### config.mk
export PLATFORM = sky130hd
export DESIGN_NAME = smi_controller
export DESIGN_NICKNAME = d
export VERILOG_FILES = /design/src/rtl/vthernet_pkg.sv /design/src/rtl/smi_clkgen.sv /design/src/rtl/smi_controller.sv
export SDC_FILE = /design/constraint.sdc
export NUM_CORES = 1
export LEC_CHECK = 0
export CAP_MARGIN = 5
export CORE_ASPECT_RATIO = 1.25
export CORE_MARGIN = 2
export CORE_UTILIZATION = 31
export DETAILED_ROUTE_END_ITERATION = 12
export PLACE_DENSITY_LB_ADDON = 0.25
export SKIP_LAST_GASP = 1
export SLEW_MARGIN = 20
export SYNTH_ARGS = -nofsm -noshare
export SYNTH_HDL_FRONTEND = slang
export SYNTH_SLANG_ARGS = --single-unit
### constraint.sdc
create_clock -name wb_clk_i -period 2.49 [get_ports wb_clk_i]
set_input_delay 0.3735 -clock wb_clk_i [delete_from_list [all_inputs] [get_ports wb_clk_i]]
set_output_delay 0.3735 -clock wb_clk_i [all_outputs]
set_load 0.1 [all_outputs]
### src/rtl/vthernet_pkg.sv
// Shared SMI (MDIO management) constants, state encoding and frame helpers.
package vthernet_pkg;

  localparam logic [1:0]  SMI_ST        = 2'b01;
  localparam logic [1:0]  SMI_OP_RD     = 2'b10;
  localparam logic [1:0]  SMI_OP_WR     = 2'b01;
  localparam logic [1:0]  SMI_TA_WR     = 2'b10;
  localparam int unsigned SMI_PRE_LEN   = 32;
  localparam int unsigned SMI_FRAME_LEN = 64;
  localparam int unsigned SMI_CMD_LEN   = 14;
  localparam int unsigned SMI_TA_LEN    = 2;
  localparam int unsigned SMI_DATA_LEN  = SMI_FRAME_LEN - SMI_PRE_LEN - SMI_CMD_LEN - SMI_TA_LEN;
  localparam int unsigned SMI_BIT_W     = 6;

  typedef enum logic [2:0] {
    IDLE = 3'd0,
    PRE  = 3'd1,
    CMD  = 3'd2,
    TA   = 3'd3,
    DATA = 3'd4,
    FIN  = 3'd5
  } smi_state_e;

  typedef struct packed {
    logic        op_read;
    logic [4:0]  phy_addr;
    logic [4:0]  reg_addr;
    logic [15:0] wr_data;
  } smi_req_t;

  // Post-preamble bits of a frame, MSB sent first; read TA/DATA are placeholders (bus released).
  function automatic logic [31:0] smi_tail(input smi_req_t r);
    if (r.op_read) begin
      return {SMI_ST, SMI_OP_RD, r.phy_addr, r.reg_addr, 2'b11, 16'hFFFF};
    end
    return {SMI_ST, SMI_OP_WR, r.phy_addr, r.reg_addr, SMI_TA_WR, r.wr_data};
  endfunction

  // Index of the last bit spent in a frame-carrying state.
  function automatic logic [SMI_BIT_W-1:0] smi_last_bit(input smi_state_e s);
    case (s)
      PRE:     return SMI_BIT_W'(SMI_PRE_LEN - 1);
      CMD:     return SMI_BIT_W'(SMI_CMD_LEN - 1);
      TA:      return SMI_BIT_W'(SMI_TA_LEN - 1);
      default: return SMI_BIT_W'(SMI_DATA_LEN - 1);
    endcase
  endfunction

  // Frame phase that follows a completed phase.
  function automatic smi_state_e smi_after(input smi_state_e s);
    case (s)
      PRE:     return CMD;
      CMD:     return TA;
      TA:      return DATA;
      default: return FIN;
    endcase
  endfunction

endpackage

### src/rtl/smi_clkgen.sv
// MDC divider: low for CLK_DIV cycles then high for CLK_DIV cycles while enabled.
// mdc_fall / mdc_rise are high in the cycle whose closing edge makes MDC fall / rise.
module smi_clkgen
  import vthernet_pkg::*;
#(
  parameter int unsigned CLK_DIV = 10
) (
  input  logic wb_clk_i,
  input  logic wb_rst_i,
  input  logic en_i,
  output logic MDC,
  output logic mdc_fall,
  output logic mdc_rise
);

  localparam int unsigned CW = $clog2(CLK_DIV);
  localparam logic [CW-1:0] LAST = CW'(CLK_DIV - 1);

  logic [CW-1:0] cnt_q, cnt_d;
  logic          mdc_q, mdc_d;
  logic          fall_q, fall_d;
  logic          rise_q, rise_d;

  // Half-period counter; strobes look one edge ahead so the controller acts on the MDC edge itself.
  always_comb begin
    cnt_d = cnt_q;
    mdc_d = mdc_q;
    if (!en_i) begin
      cnt_d = '0;
      mdc_d = 1'b0;
    end else if (cnt_q == LAST) begin
      cnt_d = '0;
      mdc_d = ~mdc_q;
    end else begin
      cnt_d = cnt_q + CW'(1);
    end
    fall_d = (cnt_d == LAST) && mdc_d;
    rise_d = (cnt_d == LAST) && !mdc_d;
  end

  // Divider state registers.
  always_ff @(posedge wb_clk_i or posedge wb_rst_i) begin
    if (wb_rst_i) begin
      cnt_q  <= '0;
      mdc_q  <= 1'b0;
      fall_q <= 1'b0;
      rise_q <= 1'b0;
    end else begin
      cnt_q  <= cnt_d;
      mdc_q  <= mdc_d;
      fall_q <= fall_d;
      rise_q <= rise_d;
    end
  end

  assign MDC      = mdc_q;
  assign mdc_fall = fall_q;
  assign mdc_rise = rise_q;

endmodule

### src/rtl/smi_controller.sv
// SMI/MDIO management frame controller: 32-bit preamble, command, turnaround, 16-bit data.
// Optional build macro SMI_PRE_SUPPRESS_EN adds pre_suppress to skip the preamble.
module smi_controller
  import vthernet_pkg::*;
#(
  parameter int unsigned CLK_DIV = 10
) (
  input  logic        wb_clk_i,
  input  logic        wb_rst_i,
  input  logic        start,
  input  logic        op_read,
  input  logic [4:0]  phy_addr,
  input  logic [4:0]  reg_addr,
  input  logic [15:0] wr_data,
`ifdef SMI_PRE_SUPPRESS_EN
  input  logic        pre_suppress,
`endif
  output logic        busy,
  output logic        done,
  output logic [15:0] rd_data,
  output logic        MDC,
  output logic        mdio_o,
  output logic        mdio_oe,
  input  logic        mdio_i
);

  smi_state_e            state_q, state_d;
  logic [SMI_BIT_W-1:0]  bit_q, bit_d;
  logic [31:0]           tx_q, tx_d;
  logic [15:0]           rx_q, rx_d;
  logic [15:0]           rd_q, rd_d;
  logic                  op_q, op_d;
  logic                  mdio_q, mdio_d;
  logic                  oe_q, oe_d;
  logic                  busy_q, busy_d;
  logic                  done_q, done_d;
  smi_req_t              req_c;
  logic [31:0]           tail_c;
  logic                  run_c;
  logic                  mdc_fall, mdc_rise;

  assign req_c  = {op_read, phy_addr, reg_addr, wr_data};
  assign tail_c = smi_tail(req_c);
  assign run_c  = state_q inside {PRE, CMD, TA, DATA};

  smi_clkgen #(.CLK_DIV(CLK_DIV)) u_clkgen (
    .wb_clk_i (wb_clk_i),
    .wb_rst_i (wb_rst_i),
    .en_i     (run_c),
    .MDC      (MDC),
    .mdc_fall (mdc_fall),
    .mdc_rise (mdc_rise)
  );

  // Next-state and bit-level drive/sample logic.
  always_comb begin
    state_d = state_q;
    bit_d   = bit_q;
    tx_d    = tx_q;
    rx_d    = rx_q;
    rd_d    = rd_q;
    op_d    = op_q;
    mdio_d  = mdio_q;
    oe_d    = oe_q;
    busy_d  = busy_q;
    done_d  = 1'b0;
    case (state_q)
      IDLE: begin
        if (start) begin
          op_d   = op_read;
          busy_d = 1'b1;
          bit_d  = '0;
          oe_d   = 1'b1;
          state_d = PRE;
          mdio_d  = 1'b1;
          tx_d    = tail_c;
`ifdef SMI_PRE_SUPPRESS_EN
          if (pre_suppress) begin
            state_d = CMD;
            mdio_d  = tail_c[31];
            tx_d    = {tail_c[30:0], 1'b0};
          end
`endif
        end
      end
      PRE, CMD, TA, DATA: begin
        if (mdc_rise && (state_q == DATA) && op_q) begin
          rx_d = {rx_q[14:0], mdio_i};
        end
        if (mdc_fall) begin
          if (bit_q == smi_last_bit(state_q)) begin
            bit_d   = '0;
            state_d = smi_after(state_q);
          end else begin
            bit_d = bit_q + SMI_BIT_W'(1);
          end
          if (state_d == FIN) begin
            oe_d = 1'b0;
          end else if (state_d == PRE) begin
            mdio_d = 1'b1;
          end else begin
            mdio_d = tx_q[31];
            tx_d   = {tx_q[30:0], 1'b0};
            oe_d   = !(op_q && (state_d inside {TA, DATA}));
          end
        end
      end
      FIN: begin
        state_d = IDLE;
        busy_d  = 1'b0;
        done_d  = 1'b1;
        if (op_q) begin
          rd_d = rx_q;
        end
      end
      default: state_d = IDLE;
    endcase
  end

  // Controller state registers; reset aborts any frame in flight.
  always_ff @(posedge wb_clk_i or posedge wb_rst_i) begin
    if (wb_rst_i) begin
      state_q <= IDLE;
      bit_q   <= '0;
      tx_q    <= '0;
      rx_q    <= '0;
      rd_q    <= '0;
      op_q    <= 1'b0;
      mdio_q  <= 1'b1;
      oe_q    <= 1'b0;
      busy_q  <= 1'b0;
      done_q  <= 1'b0;
    end else begin
      state_q <= state_d;
      bit_q   <= bit_d;
      tx_q    <= tx_d;
      rx_q    <= rx_d;
      rd_q    <= rd_d;
      op_q    <= op_d;
      mdio_q  <= mdio_d;
      oe_q    <= oe_d;
      busy_q  <= busy_d;
      done_q  <= done_d;
    end
  end

  assign busy    = busy_q;
  assign done    = done_q;
  assign rd_data = rd_q;
  assign mdio_o  = mdio_q;
  assign mdio_oe = oe_q;

endmodule

# == Yosys cells after proc, flatten, opt, wreduce, memory -nomap -nowiden ==
# Cells that the tools add are included.
# word_totals
latch_bits,0
output_inout_bits,21
elab_cells,93
ff_bits,85
ramBits,0
n_memories,0
in_bits,31
mem_bits_ro,0
# op_classes
n_eq_ne,17
mul,0
magnitude_cmp,0
bitwise_logic,1
muxes,37
addsub,2
reduce_logical,22
div_mod_pow,0
shifts,0
# op_table
operator,n
32-bit two-way mux,6
32-bit case mux with 2 select lines,1
6-bit two-way mux,5
3-bit two-way mux,5
5-bit case mux with 3 select lines,1
"3-bit equality test, second input constant",4
6-bit case mux with 2 select lines,1
1-bit two-way mux,11
2-bit AND reduction,5
"3-bit by 2-bit equality test with 1-bit output, second input constant",3
3-bit case mux with 3 select lines,1
"4-bit equality test, second input constant",2
4-bit two-way mux,2
4-bit AND reduction,2
"6-bit by 1-bit adder with 6-bit output, second input constant",1
"3-bit by 1-bit equality test with 1-bit output, second input constant",2
6-bit equality test,1
"2-bit != test, second input constant",3
1-bit case mux with 2 select lines,3
3-bit case mux with 2 select lines,1
2-bit nonzero test,3
1-bit logical AND,5
5-bit AND reduction,1
"4-bit by 1-bit adder with 4-bit output, second input constant",1
other kinds (8),9

# == Longest topological paths before layout ==
# logic_depth
depth_word,16
mapped_depth,8
ltp_nobuf,5

# == Cells and area by module ==
# From an unflattened synthesis, not the netlist that was laid out.
# unflattened
hier_cells,366
area_unflattened_um2,4020.1
# modules_own_cells
module,cells_per_inst,area_per_inst_um2,instances
smi_controller,335,3667.3,1
smi_clkgen,31,352.8,1

# == Least setup slack after synthesis ==
# No wires, ideal clock.
# synth_path
kind,register to register
start,register bit_q[2]
end,register tx_q[10]
required_time_ns,2.363
setup_slack_ns,0.343
arrival_ns,2.019
period_less_slack_ns,2.147
stages_incl_launch_ff,7
path_cell_list,dfrtp_1 or3_1 mux2i_4 nand3_4 o32ai_4 buf_6 mux2_1
# synth_via
elab_chain_cells,7
word_cells_on_any_way,9
classes_between,eq/ne (5); mux (3); reduce/logical (1)
# synth_lines
element,line_no,rtl
"start, declared",smi_controller.sv:28,"logic [SMI_BIT_W-1:0] bit_q, bit_d;"
"start signal, assigned",smi_controller.sv:135,bit_q <= bit_d;
6-bit equality test *,smi_controller.sv:91,if (bit_q == smi_last_bit(state_q)) begin
3-bit two-way mux *,smi_controller.sv:91,
3-bit two-way mux *,smi_controller.sv:90,if (mdc_fall) begin
3-bit two-way mux *,smi_controller.sv:67,case (state_q)
3-bit by 1-bit equality test with 1-bit output or 3-bit equality test (tied branches),"smi_controller.sv:99, smi_controller.sv:97",
2-bit != test (no line),-,
5-bit AND reduction (no line) *,-,
"end signal, assigned",smi_controller.sv:136,tx_q <= tx_d;
"end, declared",smi_controller.sv:29,"logic [31:0] tx_q, tx_d;"
# Mark *: on every way between the ends. The rest lies on a longest branch, timed or not. The select of a mux whose other input is x is not followed.
# A chain may end at the register's enable or synchronous reset.

# == Final worst setup path ==
# layout_path
start,register state_q[1]
end,register tx_q[27]
# layout_via
elab_chain_cells,11
word_cells_on_any_way,23
classes_between,eq/ne (11); mux (8); reduce/logical (4)
# layout_lines
element,line_no,rtl
"start, declared",smi_controller.sv:27,"smi_state_e state_q, state_d;"
"start signal, assigned",smi_controller.sv:134,state_q <= state_d;
3-bit by 2-bit equality test with 1-bit output or 3-bit by 1-bit equality test with 1-bit output (tied branches),"vthernet_pkg.sv:41, vthernet_pkg.sv:51, smi_controller.sv:67",
5-bit case mux with 3 select lines,vthernet_pkg.sv:41,case (s)
6-bit two-way mux,smi_controller.sv:90,
6-bit two-way mux,smi_controller.sv:67,
6-bit equality test,smi_controller.sv:91,
3-bit two-way mux,smi_controller.sv:91,
3-bit two-way mux,smi_controller.sv:90,
3-bit two-way mux,smi_controller.sv:67,
3-bit by 1-bit equality test with 1-bit output or 3-bit equality test (tied branches),"smi_controller.sv:99, smi_controller.sv:97",
2-bit != test (no line),-,
5-bit AND reduction (no line),-,
# Several ways; a longest one is shown, not always the timed one. The select of a mux whose other input is x is not followed.

==> reports/qor.csv <==
metric,value,unit
Synth Area in Compound Gates,0.08906,
reg2reg setup slack,0.22,ns
RSZ-0062 raised after global routing,no,
Synth-to-Final Area Change,24.63,%
P per Cell Area,553.3,nW/µm²
CTS Hold Bufs,0,
status,completed,
cell taking the most area after synthesis,dfrtp_1,
initial detailed-routing violation count,86,
worst-margin pin slew,0.5497,ns
proportion of synthesized area in mux cells,0.1881,
filler instances,1284,
gr ovfl total,0,
die height,131.1,µm
"Seq/Total Area, Yosys",0.5316,
site row count,46,
Synth Area in Simple Gates,0.1456,
CTS tree,built,
initial antenna violation count,0,
setup TNS,0,ns
I/O Pins,52,
post-CTS sizing,0,
Final Hold Vio Count,0,
total wire length,7.610,mm
vias in the first global route,2798,
first-pass GRT wire length,13.26,mm
routed len/inst,12.81,µm
"EDFF count, synth",0,
Crit. End Element,flop,
ys async rst share,1.000,
part of the cycle the worst path needs,0.9108,
Final Skew,0.006068,ns
die area,13850,µm²
largest net degree at the start of global routing,86,
Final nets,454,
Synth area leaders,"dfrtp_1 53%, mux2_2 11%, nand2_1 7.5%",
Overall Power,2.761,mW
min Tclk post-route,2.268,ns
post-CTS setup buffers,0,
Seq cells post-synth,85,
H-Tree Depth,3,
post-place setup slack,0.2013,ns
Clock Sinks,85,
Core Area,12660,µm²
"Avg Cell Area, Syn",10.88,µm²
Max-Cap Viols,0,
Initial Util,0.3162,
Yosys Warn Count,0,
fmax,0.4409,GHz
final antenna-violating net count,0,
top-area cell type share of the netlist area,0.5250,
Port Buf Inserts,51,
Synth Flop Type,dfrtp_1,
Vias,2812,
Worst EP required,2.70,ns
Critical Path Source Type,flop,
global placer's final weighted congestion,0.7381,
crit path kind,reg -> reg,
syn_nets,400,
Setup-failing EPs final,0,
peak supply drop,0.3712,mV
largest family of logic cells by synthesized area,multiplexers,
Post-Synthesis Cells,368,
mapped cell area,4004,µm²
CP max FO,33,
Synth Area in XOR/XNOR,0.008750,
"Slew Viols, Final",0,
share of layout cells above drive strength 1,0.2207,
Relative slew margins,0.6324,
Clock Latency Late Sink,0.33,ns
Die X,105.7,µm
CTS buffer count,9,
# DRC,0,
Max Root-Sink Buffers,2,
leakage,2.133,nW
adder-cell share of the synthesized area,0.003125,
hpwl dp,5.049,mm
# diodes,0,
fin worst setup slack,0.2221,ns
drt pass-1 iters,4,
WP data arrival,2.48,ns
clock slew at reported path FFs,0.06,ns
Yosys cell types,47,
top post-synthesis cells by count,"84 x dfrtp_1, 80 x nand2_1, 39 x mux2_2",
most numerous cell in the Yosys netlist,dfrtp_1,
Tot GR Track Use,0.1188,
Hold Crit Class,reg -> reg,
Clock Tree Root,clkbuf_16,
drt via density,4.734,
-- path summary, 6_finish.rpt --
check / from / to / cells after the start
min reg2reg: tx_q[25] / tx_q[25] / 1
min: tx_q[25] / tx_q[25] / 1
min in group asynchronous: wb_rst_i / tx_q[21] / 3
max in group asynchronous: wb_rst_i / mdio_o / 3
max: state_q[1] / tx_q[27] / 6
max reg2reg: state_q[1] / tx_q[27] / 6
-- sequential cells by signal (all words and copies together), names as in the netlist --
signal             cells
u_clkgen.mdc_rise      1
mdio_oe                1
mdio_o                 1
u_clkgen.cnt_q         4
op_q                   1
u_clkgen.MDC           1
bit_q                  6
busy                   1
done                   1
state_q                3
rx_q                  16
u_clkgen.mdc_fall      1
rd_data               16
tx_q                  32
-- cells by family after synthesis --
| logic type | after synthesis |
|---|---|
| compound gates | 56 |
| fa+ha+maj | 1 |
| simple gates | 128 |
| xor+xnor | 4 |
| buf+inv | 28 |
| flops | 85 |
| mux | 66 |
-- critical path: stages (launching register included) --
cell	delay, ns
dfrtp_1	0.54
nand2b_1	0.17
xnor2_1	0.36
nand3_4	0.19
o32ai_4	0.27
buf_12	0.25
mux2_2	0.35
-- layout make-up --
| class | instances | area, µm² | area share |
|---|---|---|---|
| Clock inverter | 4 | 50.05 | 0.01003 |
| Sequential cell | 85 | 2128 | 0.4265 |
| Inverter | 7 | 30.03 | 0.006018 |
| Tap cell | 168 | 210.2 | 0.04213 |
| Timing Repair Buffer | 64 | 593.1 | 0.1189 |
| Multi-Input combinational cell | 255 | 1745 | 0.3498 |
| Clock buffer | 11 | 232.7 | 0.04664 |
-- cell usage in the layout (no fill, tap or decap), drive strengths merged, types with 2 or more instances in the layout --
master         instances
nand2b                 4
or3                    3
nor2b                  3
o22ai                  3
nand3                  6
o31ai                  2
nor2                  12
nand3b                 3
nor3                   4
dfrtp                 84
buf                   34
nand2                 80
and3                   3
clkdlybuf4s50         30
o21ai                 28
nor3b                  3
mux2i                  2
o22a                   2
and2                   2
inv                    6
mux2                  64
clkinvlp               3
xnor2                  3
a22oi                  3
a21oi                  9
clkbuf                11
-- through the flow --
step | instance area [µm²] | instances | hold WS [ns] | utilization
6_report | 4990 | 594 | 0.4840 | 0.3941
5_1_grt | 4990 | 594 | 0.5038 | 0.3941
4_1_cts | 4990 | 594 | 0.4879 | 0.3941
3_5_place_dp | 4707 | 579 | 0.4745 | 0.3717
3_3_place_gp | 4707 | 579 | 0.4666 | 0.3717
2_1_floorplan | 4008 | 368 | 0.4527 | -
-- report_power, final --
part	total [mW]	internal, mW	switching (mW)
clock	1.29	0.770	0.522
sequential	1.38	1.38	0.00166
combinational	0.0841	0.0458	0.0384
-- routing by layer --
layer | share of wire | track usage | vias up
met3 | 0.045 | 0.03164 | 5
met4 | 0.011 | 0.03715 | 0
met5 | 0 | 0 | -
li1 | - | - | 1370
met2 | 0.47 | 0.2030 | 57
met1 | 0.48 | 0.1480 | 1380
Note: power is estimated with default switching activity, not from simulation.
